==> config.mk <==
export PLATFORM = sky130hd
export DESIGN_NAME = mem_port_arbiter
export DESIGN_NICKNAME = d
export VERILOG_FILES = /design/src/rtl/mem_arb_pkg.sv /design/src/rtl/watchdog_counter.sv /design/src/rtl/mem_port_arbiter.sv
export SDC_FILE = /design/constraint.sdc
export NUM_CORES = 1
export LEC_CHECK = 0
export CORE_MARGIN = 2
export CORE_UTILIZATION = 32
export CTS_BUF_LIST = sky130_fd_sc_hd__clkbuf_4
export DETAILED_ROUTE_END_ITERATION = 8
export PLACE_DENSITY = 0.94
export SKIP_LAST_GASP = 1
export SLEW_MARGIN = 30
export SYNTH_ARGS = -nofsm -noshare
export SYNTH_HDL_FRONTEND = slang
export SYNTH_HIERARCHICAL = 1
export SYNTH_SLANG_ARGS = --single-unit
export TNS_END_PERCENT = 10
==> constraint.sdc <==
create_clock -name Clock -period 6.6 [get_ports Clock]
set_clock_uncertainty 0.1 [all_clocks]
set_input_delay 1.98 -clock Clock [delete_from_list [all_inputs] [get_ports Clock]]
set_output_delay 1.98 -clock Clock [all_outputs]
set_load 0.005 [all_outputs]
==> src/rtl/mem_arb_pkg.sv <==
// Shared types and defaults for the instruction/data memory port arbiter.
package mem_arb_pkg;

  localparam int WORD_SIZE_DEFAULT = 16;

  // Grant value doubles as the arbiter state encoding.
  typedef enum logic [1:0] {
    GNT_NONE  = 2'd0,
    GNT_INSTR = 2'd1,
    GNT_DATA  = 2'd2
  } grant_t;

endpackage

==> src/rtl/watchdog_counter.sv <==
// Per-transaction stall counter. terminal_o pulses combinationally on the
// LIMIT-th counted cycle; a LIMIT of 0 disables the watchdog entirely.
module watchdog_counter #(
  parameter int LIMIT = 64
) (
  input  logic Clock,
  input  logic Reset,
  input  logic clear_i,
  input  logic count_en_i,
  output logic terminal_o
);

  localparam int CNT_W = (LIMIT > 1) ? $clog2(LIMIT) : 1;
  // count_q holds the stalls seen before this cycle, so the LIMIT-th stall
  // is the one arriving while count_q sits at LIMIT-1.
  localparam logic [CNT_W-1:0] LAST = (LIMIT > 0) ? CNT_W'(LIMIT - 1) : '0;

  logic [CNT_W-1:0] count_q, count_d;

  // Next count: clear has priority over increment.
  always_comb begin
    // NOTE: every combinational output gets a default first so no path can infer a latch.
    count_d = count_q;
    if (clear_i) begin
      count_d = '0;
    end else if (count_en_i) begin
      count_d = count_q + 1'b1;
    end
  end

  // Count register with synchronous reset.
  always_ff @(posedge Clock) begin
    // NOTE: sequential state uses non-blocking assignments so all registers update together.
    if (Reset) begin
      count_q <= '0;
    end else begin
      count_q <= count_d;
    end
  end

  assign terminal_o = (LIMIT != 0) && count_en_i && (count_q == LAST);

endmodule

==> src/rtl/mem_port_arbiter.sv <==
// Arbitrates one single-port, variable-latency memory bus between the
// instruction-fetch port and the data port. Data wins ties; on completion the
// bus is handed straight to the other port if it is waiting.
module mem_port_arbiter
  import mem_arb_pkg::*;
#(
  parameter int WORD_SIZE      = WORD_SIZE_DEFAULT,
  parameter int TIMEOUT_CYCLES = 64
) (
  input  logic                 Clock,
  input  logic                 Reset,
  input  logic [WORD_SIZE-1:0] IAddr,
  input  logic                 IRead,
  output logic [WORD_SIZE-1:0] IRdData,
  output logic                 IWaitreq,
  input  logic [WORD_SIZE-1:0] DAddr,
  input  logic [WORD_SIZE-1:0] DWrData,
  input  logic                 DRead,
  input  logic                 DWrite,
  output logic [WORD_SIZE-1:0] DRdData,
  output logic                 DWaitreq,
  output logic [WORD_SIZE-1:0] MemAddr,
  output logic [WORD_SIZE-1:0] MemWrData,
  output logic                 MemRead,
  output logic                 MemWrite,
  input  logic [WORD_SIZE-1:0] MemRdData,
  input  logic                 MemWaitreq,
  output logic [1:0]           Grant,
  output logic                 ErrProtocol,
  output logic                 ErrTimeout
);

  grant_t state_q, state_d;
  logic   err_proto_q, err_proto_d;
  logic   err_timeout_q, err_timeout_d;
  logic   d_req;
  logic   granted_req;
  logic   wd_count;
  logic   wd_clear;
  logic   wd_fire;
  logic   set_proto;
  logic   set_timeout;

  assign d_req = DRead | DWrite;

  // The granted port's live request is also its memory strobe.
  assign granted_req = (state_q == GNT_DATA)  ? d_req :
                       (state_q == GNT_INSTR) ? IRead : 1'b0;

  assign wd_count = ~Reset & granted_req & MemWaitreq;
  // Any state change starts a fresh tenure for the watchdog.
  assign wd_clear = Reset | (state_d != state_q);

  watchdog_counter #(
    .LIMIT(TIMEOUT_CYCLES)
  ) u_watchdog (
    .Clock      (Clock),
    .Reset      (Reset),
    .clear_i    (wd_clear),
    .count_en_i (wd_count),
    .terminal_o (wd_fire)
  );

  // Next-state selection and the memory-bus / requester-side mux.
  always_comb begin
    state_d     = state_q;
    MemAddr     = '0;
    MemWrData   = '0;
    MemRead     = 1'b0;
    MemWrite    = 1'b0;
    IRdData     = '0;
    DRdData     = '0;
    IWaitreq    = IRead;
    DWaitreq    = d_req;
    set_proto   = 1'b0;
    set_timeout = 1'b0;

    if (Reset) begin
      state_d = GNT_NONE;
    end else begin
      unique case (state_q)
        GNT_NONE: begin
          if (d_req) begin
            state_d = GNT_DATA;
          end else if (IRead) begin
            state_d = GNT_INSTR;
          end
        end

        GNT_INSTR: begin
          MemAddr = IAddr;
          if (!IRead) begin
            // Request withdrawn mid-transaction: abort.
            set_proto = 1'b1;
            state_d   = GNT_NONE;
          end else if (wd_fire) begin
            IWaitreq    = 1'b0;
            set_timeout = 1'b1;
            state_d     = GNT_NONE;
          end else begin
            MemRead = 1'b1;
            if (!MemWaitreq) begin
              IWaitreq = 1'b0;
              IRdData  = MemRdData;
              state_d  = d_req ? GNT_DATA : GNT_NONE;
            end
          end
        end

        GNT_DATA: begin
          MemAddr   = DAddr;
          MemWrData = DWrData;
          if (!d_req) begin
            set_proto = 1'b1;
            state_d   = GNT_NONE;
          end else begin
            // Read and write together is illegal; the write wins.
            if (DRead && DWrite) begin
              set_proto = 1'b1;
            end
            if (wd_fire) begin
              DWaitreq    = 1'b0;
              set_timeout = 1'b1;
              state_d     = GNT_NONE;
            end else begin
              MemWrite = DWrite;
              MemRead  = DRead & ~DWrite;
              if (!MemWaitreq) begin
                DWaitreq = 1'b0;
                DRdData  = MemRdData;
                state_d  = IRead ? GNT_INSTR : GNT_NONE;
              end
            end
          end
        end

        default: state_d = GNT_NONE;
      endcase
    end
  end

  // Sticky error flags: set by any violation, cleared only by reset.
  always_comb begin
    err_proto_d   = err_proto_q | set_proto;
    err_timeout_d = err_timeout_q | set_timeout;
  end

  // State and flag registers, synchronous active-high reset.
  always_ff @(posedge Clock) begin
    if (Reset) begin
      state_q       <= GNT_NONE;
      err_proto_q   <= 1'b0;
      err_timeout_q <= 1'b0;
    end else begin
      state_q       <= state_d;
      err_proto_q   <= err_proto_d;
      err_timeout_q <= err_timeout_d;
    end
  end

  // Grant reads as none for the whole reset cycle, even mid-transaction.
  assign Grant       = Reset ? 2'(GNT_NONE) : 2'(state_q);
  assign ErrProtocol = err_proto_q;
  assign ErrTimeout  = err_timeout_q;

endmodule

# == After elaboration in Yosys (flattened, before gate mapping) ==
# Index checks and enable logic that the tools add are counted.
# op_classes
add_sub_neg,1
eq_ne,4
mux,55
bitwise_logic,9
reduce_logical,4
# op_table
cell,n
$mux W16,11
$pmux W16 S2,1
$mux W1,28
$mux W2,11
$add A6 B1 Y6 const B,1
$eq A6 B6 Y1 const B,1
$pmux W1 S2,3
$pmux W2 S3,1
$or A1 B1 Y1,4
$and A1 B1 Y1,3
$eq A2 B1 Y1 const B,1
$eq A2 B2 Y1 const B,1
$logic_and A1 B1 Y1,2
$logic_not A2 Y1,1
$ne A2 B2 Y1,1
$not A1 Y1,2
$reduce_or A2 Y1,1
# totals
ff_bits,10
inputBits,70
output_inout_bits,72
wordCells,77

# == Depth between registers and ports, before layout ==
# logic_depth
word_depth,13
ltp_mapped,15

# == Modules after synthesis ==
# Netlist, hierarchy kept.
# modules_own_cells
mod,n_inst,cells_each,area_each_um2
mem_port_arbiter,1,158,1071.0
watchdog_counter,1,28,256.5

# == Worst setup path before layout ==
# OpenSTA, ideal clock, no wires.
# synth_timing
path_kind,input-to-output
start,input DWrite
end,output IRdData[0]
t_arrival_ns,3.608
t_required_ns,4.520
path_slack_ns,0.912
cell_stages,10
cell_sequence,inv_1 > ha_1 > buf_4 > mux2i_1 > and3_1 > nand4_1 > nor2_1 > nor2_1 > clkbuf_1 > and3_2
# synth_via
elab_chain_cells,9
# synth_rtl
element,line_no,source
start: declaration,mem_port_arbiter.sv:19,"input logic DWrite,"
$or A1 B1 Y1,mem_port_arbiter.sv:44,assign d_req = DRead | DWrite;
$mux W1,mem_port_arbiter.sv:47,assign granted_req = (state_q == GNT_DATA) ? d_req :
$and A1 B1 Y1 (2 in series),mem_port_arbiter.sv:50,assign wd_count = ~Reset & granted_req & MemWaitreq;
via wd_count,mem_port_arbiter.sv:38,logic wd_count;
$logic_and A1 B1 Y1,watchdog_counter.sv:41,assign terminal_o = (LIMIT != 0) && count_en_i && (count_q == LAST);
via wd_fire,mem_port_arbiter.sv:40,logic wd_fire;
$mux W16,n/a,
$mux W16,mem_port_arbiter.sv:92,if (!IRead) begin
$mux W16,mem_port_arbiter.sv:81,unique case (state_q)
$mux W16,mem_port_arbiter.sv:78,if (Reset) begin
end: declaration,mem_port_arbiter.sv:14,"output logic [WORD_SIZE-1:0] IRdData,"
# The timed path passes the listed nets, and every way through them passes these cells.

# == Worst setup path in the final report ==
# layout_timing
start,input DRead
end,output IRdData[0]
# layout_via
elab_chain_cells,9
# layout_rtl
element,line_no,source
start: declaration,mem_port_arbiter.sv:18,"input logic DRead,"
$or A1 B1 Y1,mem_port_arbiter.sv:44,
$mux W1,mem_port_arbiter.sv:47,
$and A1 B1 Y1 (2 in series),mem_port_arbiter.sv:50,
via wd_count,mem_port_arbiter.sv:38,
$logic_and A1 B1 Y1,watchdog_counter.sv:41,
via wd_fire,mem_port_arbiter.sv:40,
$mux W16,n/a,
$mux W16,mem_port_arbiter.sv:92,
$mux W16,mem_port_arbiter.sv:81,
$mux W16,mem_port_arbiter.sv:78,
# The timed path passes the listed nets, and every way through them passes these cells.

==> results.sh <==
export IMPL_route_detailed_drc=0
export IMPL_path_clk_slew_ns=0.07
export IMPL_required_ns=4.52
export IMPL_grt_use_total_pct=22.20
export IMPL_drtAntennaViolNets=0
export IMPL_synth_warning_count=6
export IMPL_final_max_slew_viol_count=0
export IMPL_p_total_mw=0.2484
export IMPL_firstDrtPassIters=4
export IMPL_cp_start_kind="input pin"
export IMPL_numCtsBuffers=3
export IMPL_drt_iter0_drc=111
export IMPL_vias=1879
export IMPL_crit_fanout=32
export IMPL_critPathKind="input pin to output port"
export IMPL_netlist_area_um2=1328
export IMPL_yosysUniqueCellTypes=44
export IMPL_ys_seq_area_share_pct=15.08
export IMPL_cts_tree="built"
export IMPL_cap_violations=0
export IMPL_slew_limit_headroom_pct=52.28
export IMPL_fp_dieH_um=68.41
export IMPL_fin_cells=373
export IMPL_cts_root_buffer="clkbuf_4"
export IMPL_num_rows=23
export IMPL_rsz0062_at_grt="false"
export IMPL_dp_cells=369
export IMPL_setup_viol=0
export IMPL_nets=401
export IMPL_io_pins=142
export IMPL_cts_buffer_depth=2
export IMPL_overflow=0
export IMPL_startpoint="DRead"
export IMPL_viasPerCell=5.038
export IMPL_htree_levels=1
export IMPL_drive_gt1_share_pct=8.978
export IMPL_grt_first_pass_wirelength_um=7928
export IMPL_wirelength_um=5681
export IMPL_synth_flop_cell="dfxtp_1"
export IMPL_worstMarginPinSlew_ns=0.7158
export IMPL_critPathCaptureType="output port"
export IMPL_antenna_cells=0
export IMPL_finalCritPeriodShare_pct=96.28
export IMPL_synth_area_leader_cell="and3_1"
export IMPL_hold_class="flop to flop"
export IMPL_cts_setup_buffers=0
export IMPL_cellPowerDensity_nw_per_um2=88.37
export IMPL_synthArstFlopShare_pct=0
export IMPL_wire_per_inst_um=15.23
export IMPL_cp_arrival_ns=4.27
export IMPL_ys_ff_latch=10
export IMPL_grt_pass1_vias=1680
export IMPL_synth_cells=186
export IMPL_yosys_top_cells_area="and3_1, dfxtp_1, a22oi_1, nor2_1, ha_1"
export IMPL_cts_sink_count=10
export IMPL_leakagePower_nw=1.206
export IMPL_fill_cells=316
export IMPL_holdBufCountCts=0
export IMPL_fin_tns_setup_ns=0
export IMPL_core_area_um2=4000
export IMPL_dp_hpwl_um=4416
export IMPL_ir_drop_mv=0.08870
export IMPL_gp_congestion=0.8227
export IMPL_period_minus_slack_ns=6.354
export IMPL_outcome="complete, no violations"
export IMPL_ctsResizeCount=0
export IMPL_io_buffers=141
export IMPL_yosysMostFrequentCell="and3_1"
export IMPL_syn_avg_cell_area_um2=7.137
export IMPL_synth_edff_count=0
export IMPL_clock_latency_ns=0.27
export IMPL_die_area_um2=4680
export IMPL_yosys_top_cells_count="and3_1, nor2_1, a22oi_1"
export IMPL_layout_area_overhead_vs_synth_pct=111.8
export IMPL_grt_antenna_before_repair=0
export IMPL_synth_fp_nets=263
export IMPL_finalHoldViolCount=0
export IMPL_max_freq_mhz=157.4
export IMPL_yosysTopAreaCellShare_pct=20.26
export IMPL_rr_startpoint="state_q[1]"
export IMPL_hp_start="u_watchdog/count_q[5]"
export IMPL_die_x_um=68.41
export IMPL_initial_core_util_pct=33.19
export IMPL_grt_max_degree=39
final timing paths:
kind | end | slack, ns | cells past startpoint
worst max-delay path | IRdData[0] | 0.25 | 11
worst min register to register | u_watchdog/count_q[5] | 0.39 | 2
worst min-delay path | u_watchdog/count_q[5] | 0.39 | 2
worst max register to register | u_watchdog/count_q[2] | 2.77 | 14
worst max-delay path, cell delays in order:
cell,delay (ns)
clkdlybuf4s50_1,0.48
inv_1,0.05
ha_1,0.20
mux2i_1,0.11
and3_1,0.18
nand4_1,0.13
nor2_1,0.18
nor2_1,0.07
buf_4,0.21
and3_2,0.22
clkdlybuf4s50_1,0.45
layout make-up:
cell class | instances | area (um^2) | area share, %
clock buffer | 3 | 22.52 | 0.8011
inverter | 7 | 26.28 | 0.9346
timing repair buffer | 150 | 1479 | 52.60
multi-input combinational | 152 | 1017 | 36.18
sequential | 10 | 200.2 | 7.121
clock inverter | 1 | 3.754 | 0.1335
tap | 50 | 62.56 | 2.225
routing by layer:
| metal | global-route usage, % | part of all wire, % | vias up |
|---|---|---|---|
| li1 | - | - | 946 |
| met1 | 26.06 | 40 | 843 |
| met2 | 38.58 | 49 | 86 |
| met3 | 6.908 | 10 | 4 |
| met4 | 6.000 | 0.60 | 0 |
| met5 | 0 | 0 | - |
sequential cells by signal (all words and copies together) (netlist names):
register,cells
ErrTimeout,1
ErrProtocol,1
u_watchdog/count_q,6
state_q,2
cell usage in the layout, fill, tap and decap left out, drive strengths merged, types with 5 or more instances in the layout:
cell / instances
clkdlybuf4s50: 141
and3: 49
nor2: 32
a22oi: 16
dfxtp: 10
buf: 9
inv: 7
ha: 7
nand2: 5
a21oi: 5
cell families (layout without fill, tap and decap cells):
| kind of cell | Yosys count | in the layout | synth area share (%) |
|---|---|---|---|
| adders and majority gates | 7 | 7 | 6.597 |
| DFF | 10 | 10 | 15.08 |
| muxes | 3 | 3 | 2.356 |
| xor gates and xnor gates | 4 | 4 | 2.640 |
| and+or+nand+nor | 107 | 107 | 46.84 |
| buffers and inverters | 24 | 161 | 8.294 |
| AOI/OAI and AO/OA | 31 | 31 | 18.19 |
per-stage QoR:
step / hold slack [ns] / area [um^2] / utilization, % / setup slack [ns]
global route: 0.4102 / 2811 / 70.28 / 0.1351
finish: 0.3942 / 2811 / 70.28 / 0.2458
global placement: 0.3719 / 2785 / 69.63 / 0.3312
CTS: 0.3922 / 2811 / 70.28 / 0.2758
floorplan: 0.3584 / 1328 / - / 0.9123
detailed placement: 0.3780 / 2785 / 69.63 / 0.2835
where the power goes:
group / switching, mW / internal (mW) / leakage, nW
sequential: 0.00251 / 0.0620 / 0.0810
combinational: 0.0547 / 0.0839 / 1.11
clock: 0.0234 / 0.0219 / 0.0154
total: 0.0806 / 0.168 / 1.21
No activity file was read; power rests on OpenSTA's default activity.
